<file path="src/rtl/fmap_pkg.sv">
// Shared constants and state type for the feature-map reader.
package fmap_pkg;

  localparam int unsigned NUM_CH    = 60;
  localparam int unsigned CH_PIX    = 16;
  localparam int unsigned FMAP_BITS = NUM_CH * CH_PIX;
  localparam int unsigned CH_W      = 6;

  typedef enum logic [1:0] {
    StIdle,
    StStream,
    StDone
  } rd_state_e;

endpackage

</file>
<file path="src/rtl/fmap_reader.sv">
// Snapshots a binary feature map and streams it out one channel per
// valid/ready transfer, in ascending channel order.
module fmap_reader #(
  parameter int unsigned NUM_CH = fmap_pkg::NUM_CH,
  parameter int unsigned CH_PIX = fmap_pkg::CH_PIX
) (
  input  logic              clk,
  input  logic              rst,
  input  logic              begin_read,
  input  logic              fmap_in [0:NUM_CH*CH_PIX-1],
  output logic              out_valid,
  input  logic              out_ready,
  output logic [CH_PIX-1:0] out_data,
  output logic [5:0]        out_chan,
  output logic              out_last,
  output logic              busy,
  output logic              done_read
);
  import fmap_pkg::*;

  localparam int unsigned Bits = NUM_CH * CH_PIX;

  rd_state_e       state_q, state_d;
  logic [5:0]      ch_cnt_q, ch_cnt_d;
  logic [Bits-1:0] snap_q, snap_d;
  logic            last_ch;

  assign last_ch = (ch_cnt_q == 6'(NUM_CH - 1));

  // Next-state, channel counter and snapshot capture.
  always_comb begin
    state_d  = state_q;
    ch_cnt_d = ch_cnt_q;
    snap_d   = snap_q;
    unique case (state_q)
      StIdle: begin
        if (begin_read) begin
          for (int k = 0; k < int'(Bits); k++) begin
            snap_d[k] = fmap_in[k];
          end
          ch_cnt_d = '0;
          state_d  = StStream;
        end
      end
      StStream: begin
        if (out_ready) begin
          ch_cnt_d = ch_cnt_q + 6'd1;
          if (last_ch) begin
            state_d = StDone;
          end
        end
      end
      StDone: begin
        state_d = StIdle;
      end
      default: state_d = StIdle;
    endcase
  end

  // State registers; the snapshot is left unreset since it is only visible while streaming.
  always_ff @(posedge clk) begin
    if (rst) begin
      state_q  <= StIdle;
      ch_cnt_q <= '0;
    end else begin
      state_q  <= state_d;
      ch_cnt_q <= ch_cnt_d;
    end
    snap_q <= snap_d;
  end

  // Outputs decoded from registered state; data/chan are zeroed outside STREAM.
  always_comb begin
    out_valid = (state_q == StStream);
    busy      = (state_q == StStream);
    done_read = (state_q == StDone);
    out_last  = out_valid && last_ch;
    out_chan  = out_valid ? ch_cnt_q : 6'd0;
    out_data  = '0;
    if (out_valid) begin
      for (int c = 0; c < int'(NUM_CH); c++) begin
        if (ch_cnt_q == 6'(c)) begin
          out_data = snap_q[c*CH_PIX +: CH_PIX];
        end
      end
    end
  end

endmodule

</file>
<file path="config.mk">
export PLATFORM = sky130hd
export DESIGN_NAME = fmap_reader
export DESIGN_NICKNAME = d
export VERILOG_FILES = /design/src/rtl/fmap_pkg.sv /design/src/rtl/fmap_reader.sv
export SDC_FILE = /design/constraint.sdc
export NUM_CORES = 1
export LEC_CHECK = 0
export ABC_AREA = 1
export CAP_MARGIN = 30
export CORE_AREA = 5 5 383 385
export DETAILED_ROUTE_END_ITERATION = 16
export DIE_AREA = 0 0 388 390
export HOLD_SLACK_MARGIN = 0.1
export PLACE_DENSITY = 0.51
export SYNTH_ARGS = -nofsm -noshare
export SYNTH_HDL_FRONTEND = slang
export SYNTH_SLANG_ARGS = --single-unit
</file>
<file path="constraint.sdc">
create_clock -name clk -period 52.5 [get_ports clk]
set_input_delay 10.5 -clock clk [delete_from_list [all_inputs] [get_ports clk]]
set_output_delay 10.5 -clock clk [all_outputs]
set_load 0.005 [all_outputs]
</file>
# After elaboration in Yosys (flattened, before gate mapping)
# Index checks and enable logic that the tools add are counted.
[op_classes]
addsub = 1
n_eq_ne = 64
n_mux = 69
reduce_logical = 7
[ops]
columns = ["op", "count"]
rows = [
  ["$mux W16", 61],
  ["$eq A6 B6 Y1 const B", 28],
  ["$eq A6 B5 Y1 const B", 16],
  ["$eq A6 B4 Y1 const B", 8],
  ["$eq A6 B3 Y1 const B", 4],
  ["$mux W6", 3],
  ["$eq A6 B2 Y1 const B", 2],
  ["$pmux W6 S2", 1],
  ["$add A6 B1 Y6 const B", 1],
  ["$eq A6 B1 Y1 const B", 1],
  ["$logic_not A6 Y1", 1],
  ["$mux W2", 3],
  ["$reduce_and A3 Y1", 2],
  ["$ne A2 B2 Y1 const B", 2],
  ["$pmux W2 S2", 1],
  ["$eq A2 B1 Y1 const B", 1],
  ["$eq A2 B2 Y1 const B", 1],
  ["$logic_not A2 Y1", 1],
  ["$ne A2 B1 Y1 const B", 1],
  ["$reduce_and A2 Y1", 1],
  ["$reduce_bool A2 Y1", 1],
  ["$logic_and A1 B1 Y1", 1],
]
[word_totals]
out_inout_bits = 26
register_bits = 968
elab_cells = 144

# Logic depth before layout (Yosys ltp)
# Gate-level depths: netlist of run 1.
[depth]
depth_word = 62
mapped_depth = 69
depth_no_buf = 69

# Worst setup path after synthesis of run 1
# Ideal clock, no wire load.
[synth_timing]
kind = "input -> register"
start = "in begin_read"
end = "reg snap_q[0], enable pin"
required_time_ns = 50.191
slack_ns = -0.226
arrival_time_ns = 50.417
n_path_buf = 0
stages = 4
path_cell_list = "o22ai_1 inv_1 nand2_1 nor2_1"
[synth_via]
elab_chain_cells = 1
[synth_lines]
columns = ["item", "line_no", "text"]
rows = [
  ["start, declared", "fmap_reader.sv:9", "input logic begin_read,"],
  ["$reduce_and A2 Y1 (no line)", "-", ""],
  ["end signal, assigned", "fmap_reader.sv:69", "snap_q <= snap_d;"],
  ["end, declared", "fmap_reader.sv:25", "logic [Bits-1:0] snap_q, snap_d;"],
]
# Every way passes these cells.
# A chain may end at the register's enable or synchronous reset.

# Final worst setup path of run 1
[layout_timing]
start = "reg ch_cnt_q[0]"
end = "out out_data[14]"
[layout_via]
elab_chain_cells = 62
elab_cells_between_ends = 121
cone_classes = "eq/ne (59); mux (61); reduce/logical (1)"
[layout_lines]
columns = ["item", "line_no", "text"]
rows = [
  ["start, declared", "fmap_reader.sv:24", "logic [5:0] ch_cnt_q, ch_cnt_d;"],
  ["start signal, assigned", "fmap_reader.sv:67", "ch_cnt_q <= ch_cnt_d;"],
  ["$logic_not A6 Y1", "fmap_reader.sv:82", "if (ch_cnt_q == 6'(c)) begin"],
  ["$mux W16 (59 in a row)", "fmap_reader.sv:82", ""],
  ["$mux W16 *", "fmap_reader.sv:82", ""],
  ["$mux W16 *", "fmap_reader.sv:80", "if (out_valid) begin"],
  ["end, declared", "fmap_reader.sv:13", "output logic [CH_PIX-1:0] out_data,"],
]
# Mark *: on every way between the ends. The rest lies on a longest branch, timed or not.

==> results of run 1 <==
power groups by stage:
stage / clock network [mW] / registers (mW) / logic, mW
after floorplan: 0 / 1.70 / 0.348
after global placement: 0 / 1.36 / 0.707
after detailed placement: 0 / 1.36 / 0.716
after CTS: 0.772 / 1.35 / 0.718
after global routing: 0.801 / 1.37 / 0.770
final: 0.753 / 1.35 / 0.704
routing by layer:
metal	routed length, um	vias up	GRT usage (%)
li1	-	13800	-
met1	67200	14500	26.3
met2	92600	1224	40.3
met3	14300	269	6.60
met4	4200	48	6.48
met5	313	-	0
worst max-delay path by stage:
stage	slack [ns]	endpoint	start	cells after the start
floorplan	16.12	snap_q[0]	begin_read	4
global placement	32.80	out_data[14]	ch_cnt_q[0]	65
detailed placement	32.79	out_data[14]	ch_cnt_q[0]	65
CTS	31.95	out_data[14]	ch_cnt_q[0]	65
global route	31.50	out_data[13]	ch_cnt_q[1]	67
finish	32.14	out_data[14]	ch_cnt_q[0]	65
stage by stage:
step	power, mW	setup WS [ns]	cell area [um^2]	util [%]	instances
after global routing	2.94	31.50	55600	39.0	6445
after CTS	2.84	31.95	55500	38.9	6412
after floorplan	2.05	16.12	39800	-	3372
after detailed placement	2.08	32.79	52000	36.4	6205
final	2.81	32.14	55700	39.0	6469
after global placement	2.07	32.80	51900	36.3	6199
kinds of logic after synthesis:
family	Yosys count
simple gates	1845
buf+inv	295
flops	968
compound gates	260
fa+ha+maj	4
worst reg2reg max path, delay by kind of cell (launching register included):
family | cells | cell delay (ns)
buffers and inverters | 7 | 3.08
AND/OR/NAND/NOR | 6 | 1.12
flip-flops | 1 | 0.47
cells in the final DEF (no fill, tap or decap), types with 4 or more instances in the layout:
master	n
edfxtp_1	960
or2_2	171
clkinv_16	5
clkinv_2	22
or2_0	4
o211ai_1	20
diode_2	55
buf_16	5
nor2_1	184
nor2_2	9
clkdlybuf4s50_1	989
clkbuf_16	111
clkbuf_1	28
buf_4	60
or2_1	5
inv_2	6
clkinvlp_4	9
ha_1	4
a21oi_1	155
inv_1	148
nand2_1	1061
dfxtp_1	8
clkinv_4	7
o21ai_1	33
clkinv_1	29
nor3_1	18
nand3_1	349
nor2_4	8
o21ai_0	42
nand4_1	25
bufinv_16	4
state kept, by name, indices dropped and copies added (netlist names):
register,flops
state_q,2
snap_q,960
ch_cnt_q,6
area by class of cell:
class | count | area, um^2
fillers | 13900 | 87100
flip-flops and latches | 968 | 29000
repair buffers | 1060 | 10600
multi-input cells | 2109 | 9480
clock buffers | 139 | 2880
well taps | 1903 | 2380
inverters | 167 | 634
clock inverters | 68 | 611
diodes | 55 | 138
==> summary.txt, run 1 <==
Run status
  • Status: complete, no violations

Synth
  • Flops & latches, synth: 968
  • Combinational family with the most area after synthesis: simple AND/OR/NAND/NOR gates
  • Main area contributors after synthesis: edfxtp_1, nand2_1, nand3_1
  • Synth top area share: 72.5%
  • Post-synthesis sequential area ratio: 72.9%
  • Number of synthesized flops with an enable pin: 960
  • Simple-gate area share of the yosys netlist: 20.2%
  • Syn Area/Cell: 11.8 um^2
  • Synthesized Nets: 4340
  • Synth Area in Compound Gates: 3.49%
  • Synth Flop Type: edfxtp_1
  • Synth top cells by count: nand2_1, edfxtp_1, nand3_1, nor2_1, or2_2
  • Ys Warns: 0
  • Fraction of registers with async set/reset: 0%
  • Netlist cell types: 43
  • Xor/xnor share of the synthesized area: 0%
  • Post-synthesis adder-cell area fraction: 0.126%
  • Mapped Area: 0.0398 mm^2
  • Most frequent cell after synthesis: nand2_1
  • Gate Count Post-Synth: 3372
  • Mux contribution to synthesized area: 0%
  • Synth area leader: edfxtp_1

Worst setup path
  • Startpoint Class: flip-flop
  • Data required, critical path: 42.00 ns
  • Crit. End Element: output port
  • Worst EP arrival: 9.86 ns
  • WS Path Type: flip-flop to output port
  • Most common cell on crit path: nand2_1
  • Crit Path Max Fanout: 28
  • Crit path max-delay family: simple AND/OR/NAND/NOR gates
  • Buffers & Inverters on Critical Path: 2
  • R2R Setup Slk: 46.93 ns
  • Delay of the slowest cell on the worst path: 0.70 ns
  • Slowest CP cell: nor2_4
  • R2r startpoint: ch_cnt_q[3]
  • R2r worst-path depth: 13
  • Reg-to-reg endpoint: snap_q[914]

Clock network
  • CTS tree: done
  • Worst-skew pair later-pin latency: 0.74 ns
  • Clock Sinks: 968
  • Clock tree buffer depth: 3
  • Post-CTS Setup Inserts: 0
  • Post-CTS sizing: 0
  • # hold bufs at CTS: 0
  • CTS H-tree lvls: 3
  • Root Buffer: clkbuf_16
  • TritonCTS buffer count: 111
  • Clock transition at path regs: 0.06 ns

Placement
  • Post-DP HPWL: 139000 um
  • PortBufs: 989
  • GPL Wtd Cong: 0.925

Detailed routing
  • Routed vias: 29800
  • Final ANT Viol Nets: 0
  • Post-DR vias/cell: 4.61
  • Routed Wire Length: 179000 um
  • Residual DRC count: 0
  • Wire per inst: 27.6 um
  • First DRT Iteration DRCs: 2528
  • TritonRoute pass-1 iters: 5

Power and ir drop
  • Part of the power in registers: 48.1%
  • Internal: 1.87 mW
  • Comb power frac: 25.1%
  • LEAKAGE: 20.2 nW
  • Power Density: 50.4 mW/mm^2
  • Peak supply drop: 0.0000629 V
  • Switch share: 33.4%
  • Net Switching: 0.938 mW
  • Power share of the clock group: 26.8%

Timing
  • Final Hold Fails: 0
  • RSZ-0062 raised after global routing: false
  • Min Hold Slack: 0.493 ns
  • Final setup violation count: 0
  • Fin crit share: 38.8%
  • Crit path time final: 20.36 ns
  • Clock skew: 0.0388 ns
  • Achievable frequency: 0.0491 GHz
  • Slew of the pin with the lowest slew margin: 1.42 ns
  • Setup total negative slack: 0 ns
  • Fin. max-slew vios: 0
  • Max transition margin: 5.51%

Worst hold path
  • Hold Path Depth: 1
  • Worst Hold Endpoint: state_q[1]
  • Worst hold path type: flip-flop to flip-flop
  • Min-delay src: state_q[1]

Floorplanning
  • Initial Utilization: 27.9%
  • Core footprint: 0.143 mm^2
  • FP Rows: 139
  • Io pins: 990
  • Die ar.: 0.151 mm^2
  • Die Height: 390 um
  • Chip width: 388 um

Finish
  • Share of post-route cells with drive strength above 1: 9.69%
  • Area Overhead vs Synth: 40.0%
  • Layout net count: 5385

Global routing
  • Total gr overflow: 0
  • Gr usage total: 22.6%
  • Vias in the first global route: 30200
  • Largest net degree at the start of global routing: 194
  • Initial antenna violation count: 110
  • First-pass GRT wire length: 239000 um

Flow run
  • Max-cap violations: 0
(Power assumes the default switching activity.)
==> inputs of run 2 (changes only) <==
- CORE_AREA: 5 5 383 385 -> 5 5 378 380
- DIE_AREA: 0 0 388 390 -> 0 0 383 385
- PLACE_DENSITY: 0.51 -> 0.5
- clock period: 52.5 -> 18.95 ns (I/O delays scaled with it)
==> summary.txt, run 2 (synthesis results as in run 1) <==
Global routing
  • Vias in the first global route: 30500
  • Largest net degree at the start of global routing: 200
  • First-pass GRT wire length: 241000 um
  • Total gr overflow: 0
  • Initial antenna violation count: 85
  • Gr usage total: 23.6%

Floorplanning
  • Die Height: 385 um
  • Die ar.: 0.147 mm^2
  • Chip width: 383 um
  • Core footprint: 0.139 mm^2
  • FP Rows: 137
  • Initial Utilization: 28.7%
  • Io pins: 990

Placement
  • PortBufs: 989
  • Post-DP HPWL: 142000 um
  • GPL Wtd Cong: 0.912
  • DP Cell Count: 6105

Timing
  • RSZ-0062 raised after global routing: false
  • Fin. max-slew vios: 0
  • Setup total negative slack: 0 ns
  • Slew of the pin with the lowest slew margin: 1.19 ns
  • Max transition margin: 20.5%
  • Final setup violation count: 0
  • Final Hold Fails: 0
  • Achievable frequency: 0.0738 GHz
  • Fin crit share: 71.5%
  • Crit path time final: 13.55 ns
  • Clock skew: 0.0487 ns

Finish
  • Layout net count: 5380
  • Max FFs per register: 960
  • Area Overhead vs Synth: 40.4%
  • Largest reg by FF count: snap_q
  • Largest registers: snap_q x960, ch_cnt_q x6, state_q x2
  • Most frequent cells in the layout: nand2_1, clkdlybuf4s50_1, edfxtp_1
  • Utilization after layout: 40.2%
  • Final std cells w/o fill: 6365
  • Share of post-route cells with drive strength above 1: 9.95%
  • Commonest non-fill, non-tap cell in the layout: nand2_1

Worst setup path
  • Reg-to-reg endpoint: snap_q[280]
  • R2R Setup Slk: 14.14 ns
  • Delay of the slowest cell on the worst path: 0.72 ns
  • Slowest CP cell: nor2_4
  • R2r startpoint: ch_cnt_q[3]
  • Worst EP arrival: 9.76 ns
  • Crit path max-delay family: simple AND/OR/NAND/NOR gates
  • Startpoint Class: flip-flop
  • Crit Path Max Fanout: 28
  • Buffers & Inverters on Critical Path: 2
  • R2r worst-path depth: 11
  • Most common cell on crit path: nand2_1
  • WS Path Type: flip-flop to output port
  • Data required, critical path: 15.16 ns
  • Crit. End Element: output port

Power and ir drop
  • LEAKAGE: 20.4 nW
  • Peak supply drop: 0.000157 V
  • Power Density: 143 mW/mm^2
  • Post-layout total power: 7.97 mW

Clock network
  • CTS tree: done
  • Clock tree buffer depth: 3
  • Clock Sinks: 968
  • Root Buffer: clkbuf_16
  • Post-CTS Setup Inserts: 0
  • TritonCTS buffer count: 111
  • Clock transition at path regs: 0.06 ns
  • Post-CTS sizing: 0
  • Worst-skew pair later-pin latency: 0.73 ns
  • # hold bufs at CTS: 0
  • CTS H-tree lvls: 3

Detailed routing
  • Routed Wire Length: 181000 um
  • TritonRoute pass-1 iters: 6
  • Residual DRC count: 0
  • Post-DR vias/cell: 4.73
  • Final ANT Viol Nets: 0
  • Routed vias: 30100
  • Wire per inst: 28.5 um
  • First DRT Iteration DRCs: 2744

Worst hold path
  • Min-delay src: ch_cnt_q[0]
  • Worst Hold Endpoint: ch_cnt_q[0]
  • Worst hold path type: flip-flop to flip-flop
  • Hold Path Depth: 1

Flow run
  • Max-cap violations: 0

Run status
  • Status: complete, no violations
-- run 2: changes by cell type in the layout (fill, tap and decap cells not counted), moves of 3 or more --
| cell | delta |
|---|---|
| clkinv_16 | -3 |
| bufinv_16 | +14 |
| inv_6 | +3 |
| clkinv_4 | -5 |
| clkinv_2 | +3 |
| clkbuf_1 | -16 |
| buf_4 | -4 |
-- run 2: power breakdown --
part	leakage (nW)	total [mW]	internal [mW]	switching [mW]
Sequential	9.19	3.76	3.48	0.279
Clock	1.86	2.27	1.33	0.942
Combinational	9.34	1.94	0.543	1.40
-- run 2: through the flow --
stage / cell area [um^2] / worst slack, ns / hold WS (ns)
6_report: 55800 / 5.40 / 0.502
5_1_grt: 55800 / 4.66 / 0.518
4_1_cts: 55700 / 5.17 / 0.497
3_5_place_dp: 51900 / 6.02 / 0.486
3_3_place_gp: 51700 / 5.98 / 0.474
2_1_floorplan: 39800 / 0.236 / 0.451
-- run 2: worst max path at each step --
stage	slack [ns]	startpoint	endpoint	cells past startpoint
after global routing	4.66	ch_cnt_q[1]	out_data[13]	67
after global placement	5.98	ch_cnt_q[1]	out_data[13]	67
after floorplan	0.24	begin_read	snap_q[0]	4
after CTS	5.17	ch_cnt_q[0]	out_data[13]	67
final	5.40	ch_cnt_q[1]	out_data[13]	67
after detailed placement	6.02	ch_cnt_q[1]	out_data[13]	67
-- run 2: routing by layer --
layer / up-vias / share of wire [%] / track usage, %
met5: - / 0.15 / 0
met4: 40 / 2.8 / 6.61
met3: 285 / 7.6 / 6.65
met2: 1276 / 51 / 42.4
met1: 14700 / 38 / 27.5
li1: 13800 / - / -
-- run 2: area by class of cell --
type,count,area (um^2)
multi-input combinational,2109,9480
fill,13300,83000
clock buffer,124,2850
clock inverter,81,975
sequential,968,29000
tap,1807,2260
inverter,167,634
antenna,54,135
timing repair buffer,1055,10500
-- run 2: worst reg2reg max path: stages (launching register included) --
cell      delay [ns]
dfxtp_1         0.47
inv_2           0.10
nor2_2          0.16
nand2_1         0.29
nor2_1          0.22
nor2_1          0.07
clkinv_1        0.40
nand2_1         0.22
nor2_4          0.67
buf_12          0.81
buf_4           0.72
buf_12          0.33
